### config.mk
export PLATFORM = sky130hd
export DESIGN_NAME = panda_instr_enc
export DESIGN_NICKNAME = d
export VERILOG_FILES = /design/src/rtl/panda_instr_enc.sv
export SDC_FILE = /design/constraint.sdc
export NUM_CORES = 1
export LEC_CHECK = 0
export BUFFER_PORTS_ARGS = -buffer_cell sky130_fd_sc_hd__buf_2
export CAP_MARGIN = 20
export CORE_AREA = 3 3 120 122
export CTS_BUF_LIST = sky130_fd_sc_hd__clkbuf_4
export DETAILED_ROUTE_END_ITERATION = 6
export DIE_AREA = 0 0 123 125
export PLACE_DENSITY = 0.77
export RECOVER_POWER = 100
export SYNTH_ARGS = -nofsm -noshare
export SYNTH_HDL_FRONTEND = slang
export SYNTH_SLANG_ARGS = --single-unit
### constraint.sdc
create_clock -name clk_i -period 4.2 [get_ports clk_i]
set_input_delay 0 -clock clk_i [delete_from_list [all_inputs] [get_ports clk_i]]
set_output_delay 0 -clock clk_i [all_outputs]
set_load 0.005 [all_outputs]
### src/rtl/panda_instr_enc.sv
// panda_instr_enc: RV32I field-level instruction encoder feeding an output FIFO.
// Requests are encoded combinationally and pushed together with an error bit.
// An unencodable request is replaced by the canonical NOP (addi x0,x0,0).
module panda_instr_enc #(
  parameter int DEPTH = 4
) (
  input  logic        clk_i,
  input  logic        rst_i,
  input  logic        req_valid_i,
  output logic        req_ready_o,
  input  logic [2:0]  req_fmt_i,
  input  logic [6:0]  req_opcode_i,
  input  logic [4:0]  req_rd_i,
  input  logic [4:0]  req_rs1_i,
  input  logic [4:0]  req_rs2_i,
  input  logic [2:0]  req_funct3_i,
  input  logic [6:0]  req_funct7_i,
  input  logic [31:0] req_imm_i,
  output logic        instr_valid_o,
  input  logic        instr_ready_i,
  output logic [31:0] instr_o,
  output logic        instr_err_o,
  output logic [7:0]  err_cnt_o
);

  localparam int AW = $clog2(DEPTH);
  localparam int PW = AW + 1;
  localparam logic [31:0] NOP_WORD = 32'h0000_0013;

  localparam logic [2:0] FMT_R = 3'd0;
  localparam logic [2:0] FMT_I = 3'd1;
  localparam logic [2:0] FMT_S = 3'd2;
  localparam logic [2:0] FMT_B = 3'd3;
  localparam logic [2:0] FMT_U = 3'd4;
  localparam logic [2:0] FMT_J = 3'd5;

  logic [PW-1:0] wr_ptr_reg;
  logic [PW-1:0] rd_ptr_reg;
  logic [7:0]    err_cnt_reg;
  logic [31:0]   word_mem_reg [DEPTH];
  logic          err_mem_reg  [DEPTH];

  logic [31:0] enc_word;
  logic        enc_err;
  logic        full;
  logic        empty;
  logic        push;
  logic        pop;

  // Representability of the immediate for each format: upper bits must be a
  // pure sign extension of the top encodable bit, and branch/jump offsets even.
  logic imm_i_ok;
  logic imm_b_ok;
  logic imm_u_ok;
  logic imm_j_ok;

  assign imm_i_ok = (req_imm_i[31:11] == {21{req_imm_i[11]}});
  assign imm_b_ok = !req_imm_i[0] && (req_imm_i[31:12] == {20{req_imm_i[12]}});
  assign imm_u_ok = (req_imm_i[11:0] == 12'h000);
  assign imm_j_ok = !req_imm_i[0] && (req_imm_i[31:20] == {12{req_imm_i[20]}});

  // Assemble the instruction word with the decoder's field placement.
  always_comb begin
    enc_word = NOP_WORD;
    enc_err  = 1'b0;
    case (req_fmt_i)
      FMT_R: begin
        enc_word = {req_funct7_i, req_rs2_i, req_rs1_i, req_funct3_i,
                    req_rd_i, req_opcode_i};
      end
      FMT_I: begin
        enc_word = {req_imm_i[11:0], req_rs1_i, req_funct3_i,
                    req_rd_i, req_opcode_i};
        enc_err  = !imm_i_ok;
      end
      FMT_S: begin
        enc_word = {req_imm_i[11:5], req_rs2_i, req_rs1_i, req_funct3_i,
                    req_imm_i[4:0], req_opcode_i};
        enc_err  = !imm_i_ok;
      end
      FMT_B: begin
        enc_word = {req_imm_i[12], req_imm_i[10:5], req_rs2_i, req_rs1_i,
                    req_funct3_i, req_imm_i[4:1], req_imm_i[11], req_opcode_i};
        enc_err  = !imm_b_ok;
      end
      FMT_U: begin
        enc_word = {req_imm_i[31:12], req_rd_i, req_opcode_i};
        enc_err  = !imm_u_ok;
      end
      FMT_J: begin
        enc_word = {req_imm_i[20], req_imm_i[10:1], req_imm_i[11],
                    req_imm_i[19:12], req_rd_i, req_opcode_i};
        enc_err  = !imm_j_ok;
      end
      default: begin
        enc_err = 1'b1;
      end
    endcase
    if (enc_err) begin
      enc_word = NOP_WORD;
    end
  end

  assign empty = (wr_ptr_reg == rd_ptr_reg);
  assign full  = (wr_ptr_reg[AW] != rd_ptr_reg[AW]) &&
                 (wr_ptr_reg[AW-1:0] == rd_ptr_reg[AW-1:0]);

  // Ready is gated by reset so it drops the instant reset is asserted.
  assign req_ready_o   = !full && !rst_i;
  assign instr_valid_o = !empty;
  assign push          = req_valid_i && req_ready_o;
  assign pop           = instr_valid_o && instr_ready_i;

  assign instr_o     = word_mem_reg[rd_ptr_reg[AW-1:0]];
  assign instr_err_o = err_mem_reg[rd_ptr_reg[AW-1:0]];
  assign err_cnt_o   = err_cnt_reg;

  // FIFO storage; cleared on reset so the head reads zero while empty.
  always_ff @(posedge clk_i or posedge rst_i) begin
    if (rst_i) begin
      for (int i = 0; i < DEPTH; i++) begin
        word_mem_reg[i] <= 32'h0;
        err_mem_reg[i]  <= 1'b0;
      end
    end else if (push) begin
      word_mem_reg[wr_ptr_reg[AW-1:0]] <= enc_word;
      err_mem_reg[wr_ptr_reg[AW-1:0]]  <= enc_err;
    end
  end

  // Pointer advance; the extra MSB distinguishes full from empty.
  always_ff @(posedge clk_i or posedge rst_i) begin
    if (rst_i) begin
      wr_ptr_reg <= '0;
      rd_ptr_reg <= '0;
    end else begin
      if (push) begin
        wr_ptr_reg <= wr_ptr_reg + PW'(1);
      end
      if (pop) begin
        rd_ptr_reg <= rd_ptr_reg + PW'(1);
      end
    end
  end

  // Saturating count of accepted unencodable requests.
  always_ff @(posedge clk_i or posedge rst_i) begin
    if (rst_i) begin
      err_cnt_reg <= 8'h00;
    end else if (push && enc_err && (err_cnt_reg != 8'hFF)) begin
      err_cnt_reg <= err_cnt_reg + 8'h01;
    end
  end

endmodule

==> metrics.md <==
| Metric | Value |
|---|---|
| Critical R2R Capture | word_mem_reg[82]$_DFFE_PP0P_ |
| Crit Path Max Fanout | 34 |
| Clock tree root buffer cell | clkbuf_4 |
| Yosys warnings | 0 |
| Slew @ Worst Pin | 2100 ps |
| Die Height | 125 um |
| CTS tree | built |
| Layout area overhead | 15.2% |
| Setup slack, reg-to-reg | 1070 ps |
| Gpl congestion | 0.916 |
| Crit-path cells | xor2_1 > nor2_1 > a21oi_1 > and2_0 > nand2_2 > clkbuf_2 > nand2_1 > o21ai_0 |
| Post-Synthesis Net Count | 776 |
| Largest net degree at the start of global routing | 102 |
| Initial drt markers | 480 |
| Synth Area in Adders | 0.0106 |
| Synthesized cell area | 7100 um2 |
| Worst Hold Path Cells | 4 |
| CP endpoint kind | flip-flop |
| RSZ-0062 raised after global routing | no |
| Seq/Total Area, Yosys | 0.515 |
| Core ar. | 13,300 um2 |
| Routed Antenna Nets | 0 |
| Fin crit share | 0.745 |
| Number of max-cap violations | 1 |
| Share of layout cells above drive strength 1 | 0.215 |
| I/O pin cnt | 114 |
| Clock slew seen by the registers of the worst setup and hold paths | 120 ps |
| Final WL | 17,000 um |
| WP data required | 4600 ps |
| Pins Over Slew Limit | 102 |
| First-pass GRT wire length | 28,200 um |
| Status | finished with violations |
| CTS buffer count | 17 |
| Distinct cells, synth | 40 |
| Worst path bufs/invs | 1 |
| Clk Latency, worst-skew pair | 540 ps |
| Synth Area in Compound Gates | 0.146 |
| Vias per cell | 5.77 |
| Largest stage delay on the critical path | 670 ps |
| Min Tclk post-route | 3130 ps |
| FF+latch count, synth | 146 |
| Clock skew | 11.7 ps |
| Most frequent cells in the layout | 145 x dfrtp_1, 142 x nand2_1, 125 x o21ai_0, 91 x buf_2, 33 x mux4_2 |
| Hold endpoint | word_mem_reg[115]$_DFFE_PP0P_ |
| Setup-failing EPs final | 0 |
| Vias in the first global route | 5,642 |
| Failing checks | max-capacitance violations, max-slew violations |
| DRC | 0 |
| Data arrival, critical path | 3530 ps |
| WS Path Type | reg -> reg |
| Antenna violations before repair | 0 |
| Syn_area_per_cell | 10.2 um2 |
| FP Rows | 42 |
| Die area | 15,400 um2 |
| Htree depth | 4 |
| Crit-path slowest cell | and2_0 |
| VDD IR max | 0.348 mV |
| Fmax | 319 MHz |
| Final hold vios | 0 |
| Grt ovf | 0 |
| Hpwl dp | 11,800 um |
| DR WL/cell | 17.1 um |
| Setup TNS | 0 ps |
| Synthesized netlist cell count | 699 |
| Die X | 123 um |
| PortBufs | 113 |
| Tot GR Track Use | 0.230 |
| Pre-CTS WS | 1400 ps |
| Leakage power | 3.66 nW |
| Critical path's top delay family | simple AND/OR/NAND/NOR gates |
| Drt first pass iters | 5 |
| Worst Hold Launch | req_imm_i[19] |
| Max FFs per register | 128 |
| Nets | 884 |
| Hold/Removal Path Class | in -> reg |
| Post-Synth XOR/XNOR Area | 0.0136 |
| Mux cell area share after synthesis | 0.122 |
| Worst R2R Start | wr_ptr_reg[0]$_DFFE_PP0P_ |
| Final worst setup slack | 1070 ps |
| Pwr Density | 629 nW/um2 |
| Initial core utilization | 0.534 |
| Element type at the critical path start | flip-flop |
| Commonest non-fill, non-tap cell in the layout | dfrtp_1 |
| Diodes inserted | 0 |
| Via count | 5,745 |
| Largest family of logic cells by synthesized area | simple AND/OR/NAND/NOR gates |
| Rel. slew slack | -0.401 |
| Number of cells on the worst reg-to-reg path | 8 |
| Clk buf depth | 2 |
| Simple-gate area share of the yosys netlist | 0.157 |
| Clock Sinks | 146 |
| Post-CTS Resized | 0 |
worst max path at each step:
stage,startpoint,end,slack (ps),cells after the start
final,wr_ptr_reg[0]$_DFFE_PP0P_,word_mem_reg[82]$_DFFE_PP0P_,1070,8
after floorplan,rst_i,err_cnt_o[0]$_DFFE_PP0P_,280,1
after global placement,req_fmt_i[2],err_cnt_o[1]$_DFFE_PP0P_,1510,7
after global routing,wr_ptr_reg[0]$_DFFE_PP0P_,word_mem_reg[82]$_DFFE_PP0P_,710,8
after detailed placement,req_fmt_i[2],word_mem_reg[52]$_DFFE_PP0P_,1400,8
after CTS,wr_ptr_reg[0]$_DFFE_PP0P_,word_mem_reg[82]$_DFFE_PP0P_,1550,8
worst min-delay path: cells and delay by family:
family                 cells  cell delay (ps)
AND/OR/NAND/NOR            1              170
AO/OA/AOI/OAI              2              260
buffers and inverters      1              110
cell type report:
class	count	area, um2
multi-input combinational	489	3200
timing repair buffer	139	762
sequential	146	3650
inverter	14	56.3
fill	1143	5110
tap	176	220
clock inverter	15	164
clock buffer	17	128
per-stage QoR:
step	instance area [um2]	total power [mW]	hold slack (ps)	utilization	std cells
CTS	8230	5.23	2.95	0.619	996
global placement	7750	4.18	252	0.583	946
global route	8180	5.53	27.9	0.615	996
floorplan	7100	3.62	32.4	-	699
detailed placement	7750	4.32	262	0.583	946
finish	8180	5.15	36.0	0.615	996
routing by layer:
| layer | track usage | share of wire | vias up |
|---|---|---|---|
| li1 | - | - | 2688 |
| met1 | 0.323 | 0.44 | 2854 |
| met2 | 0.360 | 0.50 | 173 |
| met3 | 0.0515 | 0.052 | 30 |
| met4 | 0.0684 | 0.017 | 0 |
| met5 | 0 | 0 | - |
power breakdown:
group	leakage, nW	internal [mW]	switching [mW]
combinational	1.58	0.888	0.976
clock	0.147	0.406	0.505
sequential	1.93	2.02	0.355
total	3.66	3.31	1.84
repair_timing:
action	in CTS	in global routing
hold buffers	18	0
hold endpoints to repair	165	0
setup buffers	0	0
cells by family after synthesis:
| kind of cell | count (synthesis) |
|---|---|
| simple gates | 238 |
| fa+ha+maj | 6 |
| buf+inv | 64 |
| xor+xnor | 11 |
| mux | 44 |
| compound gates | 190 |
| flops | 146 |
cells in the mapped netlist:
| cell type | number | area share |
|---|---|---|
| nor2_1 | 9 | 0.0048 |
| clkbuf_1 | 41 | 0.022 |
| xnor2_1 | 7 | 0.0086 |
| a22oi_1 | 22 | 0.023 |
| o32a_1 | 1 | 0.0014 |
| mux2_1 | 1 | 0.0016 |
| mux2_2 | 8 | 0.013 |
| or4_1 | 1 | 0.0011 |
| nand3b_1 | 1 | 0.0011 |
| a41oi_1 | 2 | 0.0025 |
| nor2b_1 | 11 | 0.0097 |
| a311o_1 | 1 | 0.0014 |
| nand4_1 | 7 | 0.0062 |
| or3_1 | 1 | 0.00088 |
| a31oi_1 | 1 | 0.00088 |
| xor2_1 | 4 | 0.0049 |
| buf_6 | 2 | 0.0032 |
| o21ai_0 | 76 | 0.054 |
| and3_1 | 8 | 0.0070 |
| and4_1 | 5 | 0.0062 |
| ha_1 | 6 | 0.011 |
| buf_2 | 3 | 0.0021 |
| buf_1 | 4 | 0.0021 |
| o22ai_1 | 7 | 0.0062 |
| or2_1 | 17 | 0.015 |
| nor4_1 | 2 | 0.0018 |
| nand2_1 | 146 | 0.077 |
| nand2b_1 | 12 | 0.011 |
| inv_1 | 14 | 0.0074 |
| nor3_1 | 7 | 0.0049 |
| o211ai_1 | 1 | 0.0011 |
| mux2i_1 | 2 | 0.0028 |
| o21ai_1 | 63 | 0.044 |
| a22o_1 | 1 | 0.0012 |
| mux4_2 | 33 | 0.10 |
| dfrtp_1 | 146 | 0.51 |
| nand3_1 | 7 | 0.0049 |
| and2_1 | 2 | 0.0018 |
| nor4_2 | 2 | 0.0035 |
| a21oi_1 | 15 | 0.011 |
Power figures use the tool's default switching activity.
